===== src/rtl/cbus_arbiter_pkg.sv =====
// Shared cbus types and arbiter constants for the cbus_arbiter slice.
package cbus_arbiter_pkg;

  localparam int CBUS_NREQ = 2;

  typedef enum logic [1:0] {
    MLEN1 = 2'd0,
    MLEN2 = 2'd1,
    MLEN4 = 2'd2,
    MLEN8 = 2'd3
  } cbus_len_t;

  typedef struct packed {
    logic        valid;
    logic        is_write;
    logic [31:0] addr;
    cbus_len_t   len;
    logic [3:0]  strobe;
    logic [31:0] data;
  } cbus_req_t;

  typedef struct packed {
    logic        ready;
    logic        last;
    logic [31:0] data;
  } cbus_resp_t;

  typedef enum logic [1:0] {
    ARB_IDLE = 2'd0,
    ARB_BUSY = 2'd1,
    ARB_GAP  = 2'd2
  } arb_state_t;

  // A single requester still needs a one-bit grant index.
  function automatic int idx_width(input int n);
    return (n > 1) ? $clog2(n) : 1;
  endfunction

endpackage


===== src/rtl/cbus_arbiter_if.sv =====
// Bundles the upstream request/response arrays and the merged MMU-side channel.
interface cbus_arbiter_if
  import cbus_arbiter_pkg::*;
#(
  parameter int NREQ = CBUS_NREQ
) ();
  localparam int IDX_W = idx_width(NREQ);

  cbus_req_t  [NREQ-1:0] ireqs;
  cbus_resp_t [NREQ-1:0] iresps;
  cbus_req_t             oreq;
  cbus_resp_t            oresp;
  logic                  request_valid;
  logic [IDX_W-1:0]      grant_idx;

  // slave is the arbiter's view; master is the requesters-plus-MMU environment.
  modport slave  (input  ireqs, oresp, output iresps, oreq, request_valid, grant_idx);
  modport master (output ireqs, oresp, input  iresps, oreq, request_valid, grant_idx);
endinterface


===== src/rtl/cbus_arbiter_rr_picker.sv =====
// Combinational winner search: round-robin from ptr, or lowest index wins when
// CBUS_ARB_FIXED_PRIO_EN is defined (the pointer port then disappears).
module cbus_arbiter_rr_picker #(
  parameter int NREQ  = 2,
  parameter int IDX_W = 1
) (
  input  logic [NREQ-1:0]  valid,
`ifndef CBUS_ARB_FIXED_PRIO_EN
  input  logic [IDX_W-1:0] ptr,
`endif
  output logic             found,
  output logic [IDX_W-1:0] winner
);

  // NOTE: every output is defaulted at the top of the always_comb so no path can infer a latch.
`ifdef CBUS_ARB_FIXED_PRIO_EN
  always_comb begin
    found  = 1'b0;
    winner = '0;
    // Scanning downwards lets the lowest asserted index overwrite any higher one.
    for (int i = NREQ - 1; i >= 0; i--) begin
      if (valid[i]) begin
        found  = 1'b1;
        winner = IDX_W'(i);
      end
    end
  end
`else
  logic [NREQ-1:0] rot;

  always_comb begin
    int sum;
    found  = 1'b0;
    winner = '0;
    sum    = 0;
    // rot[k] is requester (ptr + k) mod NREQ; the smallest offset wins.
    rot    = NREQ'({valid, valid} >> ptr);
    for (int k = NREQ - 1; k >= 0; k--) begin
      if (rot[k]) begin
        sum = int'(ptr) + k;
        if (sum >= NREQ) sum = sum - NREQ;
        found  = 1'b1;
        winner = IDX_W'(sum);
      end
    end
  end
`endif

endmodule


===== src/rtl/cbus_arbiter.sv =====
// Merges NREQ cbus requesters onto the single MMU request stream, holding the grant for a
// whole transaction. Define CBUS_ARB_FIXED_PRIO_EN for lowest-index-wins arbitration.
module cbus_arbiter
  import cbus_arbiter_pkg::*;
#(
  parameter int NREQ  = CBUS_NREQ,
  parameter int IDX_W = idx_width(NREQ)
) (
  input  logic          clk,
  input  logic          reset,
  cbus_arbiter_if.slave bus
);

  arb_state_t       state_q, state_d;
  logic [IDX_W-1:0] grant_q, grant_d;
  logic [NREQ-1:0]  valid_vec;
  logic             found;
  logic [IDX_W-1:0] winner;

  always_comb begin
    for (int i = 0; i < NREQ; i++) valid_vec[i] = bus.ireqs[i].valid;
  end

  // NOTE: clocked state uses non-blocking assignments so every register samples pre-edge values.
  always_ff @(posedge clk or negedge reset) begin
    if (!reset) begin
      state_q <= ARB_IDLE;
      grant_q <= '0;
    end else begin
      state_q <= state_d;
      grant_q <= grant_d;
    end
  end

`ifdef CBUS_ARB_FIXED_PRIO_EN
  cbus_arbiter_rr_picker #(.NREQ(NREQ), .IDX_W(IDX_W)) u_picker (
    .valid  (valid_vec),
    .found  (found),
    .winner (winner)
  );
`else
  logic [IDX_W-1:0] ptr_q;

  cbus_arbiter_rr_picker #(.NREQ(NREQ), .IDX_W(IDX_W)) u_picker (
    .valid  (valid_vec),
    .ptr    (ptr_q),
    .found  (found),
    .winner (winner)
  );

  // The search start only moves past the last winner once its transaction is over.
  always_ff @(posedge clk or negedge reset) begin
    if (!reset) begin
      ptr_q <= '0;
    end else if (state_q == ARB_GAP) begin
      ptr_q <= (grant_q == IDX_W'(NREQ - 1)) ? '0 : grant_q + IDX_W'(1);
    end
  end
`endif

  always_comb begin
    state_d           = state_q;
    grant_d           = grant_q;
    bus.oreq          = '0;
    bus.iresps        = '0;
    bus.request_valid = 1'b0;
    case (state_q)
      ARB_IDLE: begin
        if (found) begin
          grant_d = winner;
          state_d = ARB_BUSY;
        end
      end
      ARB_BUSY: begin
        bus.oreq              = bus.ireqs[grant_q];
        bus.iresps[grant_q]   = bus.oresp;
        bus.request_valid     = 1'b1;
        // A final beat and a requester abort both close the grant the same way.
        if ((bus.oresp.ready && bus.oresp.last) || !bus.ireqs[grant_q].valid) begin
          state_d = ARB_GAP;
        end
      end
      ARB_GAP: state_d = ARB_IDLE;
      default: state_d = ARB_IDLE;
    endcase
  end

  assign bus.grant_idx = grant_q;

endmodule


===== src/flat_wrapper.sv =====
// flat-port wrapper written by rule: the top's interface ports become plain ports
module cbus_arbiter_flat import cbus_arbiter_pkg::*;
#(
  parameter int NREQ  = CBUS_NREQ,
  parameter int IDX_W = idx_width(NREQ)
)
  (clk, reset, bus_ireqs, bus_oresp, bus_iresps, bus_oreq, bus_request_valid, bus_grant_idx);
  cbus_arbiter_if #(.NREQ(NREQ)) bus_i ();
  input  logic clk;
  input  logic reset;
  input wire logic [$bits(bus_i.ireqs)-1:0] bus_ireqs;
  input wire logic [$bits(bus_i.oresp)-1:0] bus_oresp;
  output wire logic [$bits(bus_i.iresps)-1:0] bus_iresps;
  output wire logic [$bits(bus_i.oreq)-1:0] bus_oreq;
  output wire logic [$bits(bus_i.request_valid)-1:0] bus_request_valid;
  output wire logic [$bits(bus_i.grant_idx)-1:0] bus_grant_idx;
  assign bus_i.ireqs = bus_ireqs;
  assign bus_i.oresp = bus_oresp;
  assign bus_iresps = bus_i.iresps;
  assign bus_oreq = bus_i.oreq;
  assign bus_request_valid = bus_i.request_valid;
  assign bus_grant_idx = bus_i.grant_idx;
  cbus_arbiter #(.NREQ(NREQ), .IDX_W(IDX_W)) u_core (.clk(clk), .reset(reset), .bus(bus_i));
endmodule

===== config.mk =====
export PLATFORM = sky130hd
export DESIGN_NAME = cbus_arbiter_flat
export DESIGN_NICKNAME = d
export VERILOG_FILES = /design/src/rtl/cbus_arbiter_pkg.sv /design/src/rtl/cbus_arbiter_if.sv /design/src/rtl/cbus_arbiter_rr_picker.sv /design/src/rtl/cbus_arbiter.sv /design/src/flat_wrapper.sv
export SDC_FILE = /design/constraint.sdc
export NUM_CORES = 1
export LEC_CHECK = 0
export CORE_AREA = 10 10 118 120
export DETAILED_ROUTE_END_ITERATION = 10
export DIE_AREA = 0 0 128 130
export SYNTH_ARGS = -nofsm -noshare
export SYNTH_HDL_FRONTEND = slang
export SYNTH_SLANG_ARGS = --single-unit

===== constraint.sdc =====
create_clock -name clk -period 1.5 [get_ports clk]
set_input_delay 0.225 -clock clk [delete_from_list [all_inputs] [get_ports clk]]
set_output_delay 0.225 -clock clk [all_outputs]
set_load 0.1 [all_outputs]

* Word-level counts from Yosys, hierarchy flattened
Cells that the tools add are included.
Word-level totals: logic and storage cells 41, input port bits 180, flip-flop bits (word level) 4, output and inout port bits 142
Operators by class: shifts and indexed selects 1, equal/unequal tests 4, multiplexer cells 17, bitwise operators 1, add/sub/neg operators 4, reductions and logical operators 7, $lt $le $gt $ge 4
Operator list (count):
- two-way mux 72 bit | 3
- bitwise AND 68 bit | 1
- two-way mux 68 bit | 1
- demux 34 bit (select 1 bit) | 1
- two-way mux 34 bit | 1
- two-way mux 1 bit | 8
- two-way mux 2 bit | 2
- inequality test 2 x 1 -> 1 bit (second input constant) | 2
- one-hot mux 2 bit (2 select lines) | 1
- AND reduction 2 bit | 2
- >> shifter 4 x 1 -> 2 bit | 1
- adder 1 x 1 -> 2 bit (second input constant) | 1
- == test 2 x 1 -> 1 bit (second input constant) | 1
- == test 2 bit (second input constant) | 1
- >= comparator 1 x 2 -> 1 bit (second input constant) | 1
- >= comparator 2 bit (second input constant) | 1
- logical AND 1 bit | 2
- logical NOT 2 bit | 1
- < comparator 1 x 2 -> 1 bit (second input constant) | 1
- subtractor 1 bit (second input constant) | 2
- adder 1 bit (second input constant) | 1
- >= comparator 1 bit (second input constant) | 1
- logical NOT 1 bit | 1
- logical OR 1 bit | 1

* Longest topological paths before layout
depth after elaboration 6, mapped depth 5, depth with buffers taken out 3

* By module
From an unflattened synthesis, not the netlist that was laid out.
Unflattened totals: cells, all modules 256, area total of the unflattened synthesis 1766.7 sq um
Modules (own cells, without submodules):
- cbus_arbiter | sequential area each 100.1 sq um, instances 1, area an instance 1749.2 sq um, cells an instance 253
- cbus_arbiter_rr_picker | sequential area each 0.0 sq um, instances 1, area an instance 17.5 sq um, cells an instance 3

* Least setup slack after synthesis
Ideal clock, no wire load.
kind reg2out, from reg u_core.grant_q (netlist: u_core.bus.grant_idx), to out bus_oreq[0], buffers on the path 2, cell stages (with the launch flop) 5, required time 1.275 ns, arrival 2.828 ns, setup slack -1.553 ns, cell sequence dfrtp_1 buf_4 buf_2 mux2i_1 nor2_1
On the way: word-level cells in the longest chain between the ends 3
RTL lines:
- from (decl) | line cbus_arbiter.sv:15 | logic [IDX_W-1:0] grant_q, grant_d;
- from (signal assigned) | line cbus_arbiter.sv:31 | grant_q <= grant_d;
- two-way mux 72 bit (implied by the code) (2 in series) | line cbus_arbiter.sv:75 | bus.oreq = bus.ireqs[grant_q];
- two-way mux 72 bit | line cbus_arbiter.sv:67 | case (state_q)
- to (decl) | line flat_wrapper.sv:14 | output wire logic [$bits(bus_i.oreq)-1:0] bus_oreq;
Every way passes these cells. The select of a mux whose other input is x is not followed.

* Worst setup path in the final report
from reg u_core.grant_q (netlist: u_core.bus.grant_idx), to out bus_oreq[34]
Same word-level chain as after synthesis.

==> results by group <==
Floorplanning
  • I/O pin total: 322
  • Vert. Die Dim: 130 um
  • Die W: 128 um
  • Core ar.: 0.0117 sq mm
  • # rows: 40
  • Die area: 0.0166 sq mm
  • Initial core utilization: 15.2%

Worst setup path
  • Worst Setup Start Kind: flop
  • CP required: 1270 ps
  • Worst EP arrival: 1590 ps
  • Crit Path Category: reg2out
  • Setup crit end kind: output port
  • Crit-path max FO: 22
  • CP startpoint: u_core.bus.grant_idx$_DFFE_PN0P_
  • FF-to-FF Start: u_core.bus.grant_idx$_DFFE_PN0P_

Cells and area
  • Inserted Diodes: 0
  • Area grow syn2layout: 344%
  • Nets@finish: 775
  • Fillers: 881
  • Layout cells sized above 1: 62.8%
  • Layout Cells excl Fill: 741

Synthesis
  • Syn Area/Cell: 6.96 sq um
  • Sequential share of the synthesized area: 5.62%
  • Share of the synthesized area in the top cell type: 41.0%
  • #FFs+latches synth: 4
  • Synth Net Count: 436
  • Cells after Synth: 256
  • Synth top area cells: mux2i_1 41%, nor2_1 15%, and2_1 12%
  • Synthesis Warnings: 0
  • Post-synthesis instance area: 0.00178 sq mm
  • Synth cell types: 20
  • Cell taking the most area after synthesis: mux2i_1

Timing
  • Max Freq: 0.551 GHz
  • RSZ-0062 raised after global routing: yes
  • Setup WS post-layout: -314 ps
  • Hold slack: 204 ps
  • Final period util: 121%
  • Final Hold Viols: 0
  • Clock skew: 3.66 ps
  • Final setup viols: 141
  • Slew HR: 78.2%
  • Final slew viol count: 0
  • TNS Setup: -36,680 ps
  • Min cycle time layout: 1810 ps
  • Slew at the pin closest to its max-slew limit: 326 ps

Detailed routing
  • Vias post-DR: 3,240
  • Vias per inst: 4.37
  • DRT iter0 DRCs: 52
  • Post-Route WL: 15,800 um
  • DR DRC count: 0
  • Drt first pass iters: 4
  • WL per Instance: 21.4 um
  • Post-DRT Antenna Nets: 0

Clock tree
  • CTS sink count: 4
  • CTS tree: built
  • Clock Latency Late Sink: 230 ps
  • Clock Root Buffer: clkbuf_16
  • Max Root-Sink Buffers: 2
  • CTS Hold Bufs: 0
  • CTS H-tree depth: 1
  • Clock-pin slew on the worst setup and hold paths: 30 ps
  • CTS buffer count: 3

Status
  • Run status: finished, violations left
  • Failing checks: setup timing

Global routing
  • Global Route Usage Sum: 17.3%
  • Largest net degree at the start of global routing: 35
  • Total gr overflow: 0
  • Vias in the first global route: 3,557
  • Initial antenna violation count: 0
  • First-pass GRT wire length: 22,500 um

Placed design
  • Inst Count DP: 728
  • Placer Congestion: 0.834
  • Pre-CTS setup slack: -82.6 ps
  • Port Buf Inserts: 321
  • Hpwl dp: 14,200 um

Run
  • Max-cap violations: 0

Worst hold path
  • Worst hold-check path type: in2async
[worst paths after layout]
path | cells after the start | slack (ps) | end
setup / recovery | 5 | -310 | bus_oreq[34]
hold / removal | 1 | 200 | u_core.ptr_q$_DFFE_PN0N_
setup reg to reg | 4 | 50 | u_core.state_q[0]$_DFFE_PN0P_
hold reg to reg | 2 | 530 | u_core.ptr_q$_DFFE_PN0N_
max in group asynchronous | 1 | 1100 | u_core.bus.grant_idx$_DFFE_PN0P_
min in group clk | 2 | 530 | u_core.ptr_q$_DFFE_PN0N_
[cells in the final DEF (no fill, tap or decap), types with 2 or more instances in the layout]
| cell type | n |
|---|---|
| buf_12 | 150 |
| and2_2 | 24 |
| nor2_4 | 70 |
| buf_6 | 2 |
| and3_4 | 34 |
| clkdlybuf4s50_1 | 179 |
| mux2i_1 | 28 |
| and2_4 | 10 |
| nor2_2 | 2 |
| clkbuf_16 | 4 |
| dfrtp_1 | 3 |
| buf_4 | 27 |
| mux2i_2 | 44 |
[area by class of cell]
| type | count | area [sq um] | share of cell area, % |
|---|---|---|---|
| clock buffers | 4 | 78.8 | 0.997 |
| inverters | 2 | 12.5 | 0.158 |
| multi-input cells | 224 | 2460 | 31.1 |
| flip-flops and latches | 4 | 104 | 1.31 |
| well taps | 147 | 184 | 2.33 |
| repair buffers | 360 | 5070 | 64.1 |
[state kept, by name (all words and copies together), names as in the netlist]
register              count
u_core.bus.grant_idx      1
u_core.ptr_q              1
u_core.state_q            2
[cell families (layout without fill, tap and decap cells)]
logic type,after synthesis,after routing,share of synthesized area (%)
compound gates,5,5,2.25
buf+inv,28,366,9.34
flops,4,4,5.62
mux,73,73,41.0
simple gates,146,146,41.8
[repair_timing]
action	CTS	global route
gates cloned	0	1
endpoints found under the setup margin	140	143
pin swaps	2	2
gates resized for setup	24	25
buffers inserted	6	2
[metrics by stage]
stage | cell area (sq um) | utilization, %
final | 7910 | 67.5
after global routing | 7910 | 67.5
after CTS | 7770 | 66.4
after detailed placement | 7550 | 64.5
after global placement | 7550 | 64.5
after floorplan | 2600 | -
[critical path, cell delays in order (launching register included)]
cell and delay (ps):
dfrtp_4 490, buf_12 220, mux2i_2 270, buf_4 160, nor2_4 30, buf_12 170
[metal layers]
layer  vias to the layer above  global-route usage (%)  share of wire (%)
li1                       1550                       -                  -
met1                      1502                    17.6                 35
met2                       179                    32.4                 54
met3                         9                    7.14                9.9
met4                         0                    3.11               0.89
met5                         -                       0                  0
[cell usage after synthesis (all sizes together)]
library cell,instances
a211oi,1
a21o,1
a2bb2oi,1
and2,35
and3,34
buf,20
clkbuf,6
dfrtp,4
inv,2
mux2i,73
nand2b,2
nor2,73
nor3b,2
o21a,1
o32ai,1
Power is not shown: default switching activity piles up to over one toggle a cycle in this logic, so the estimate is an artifact.
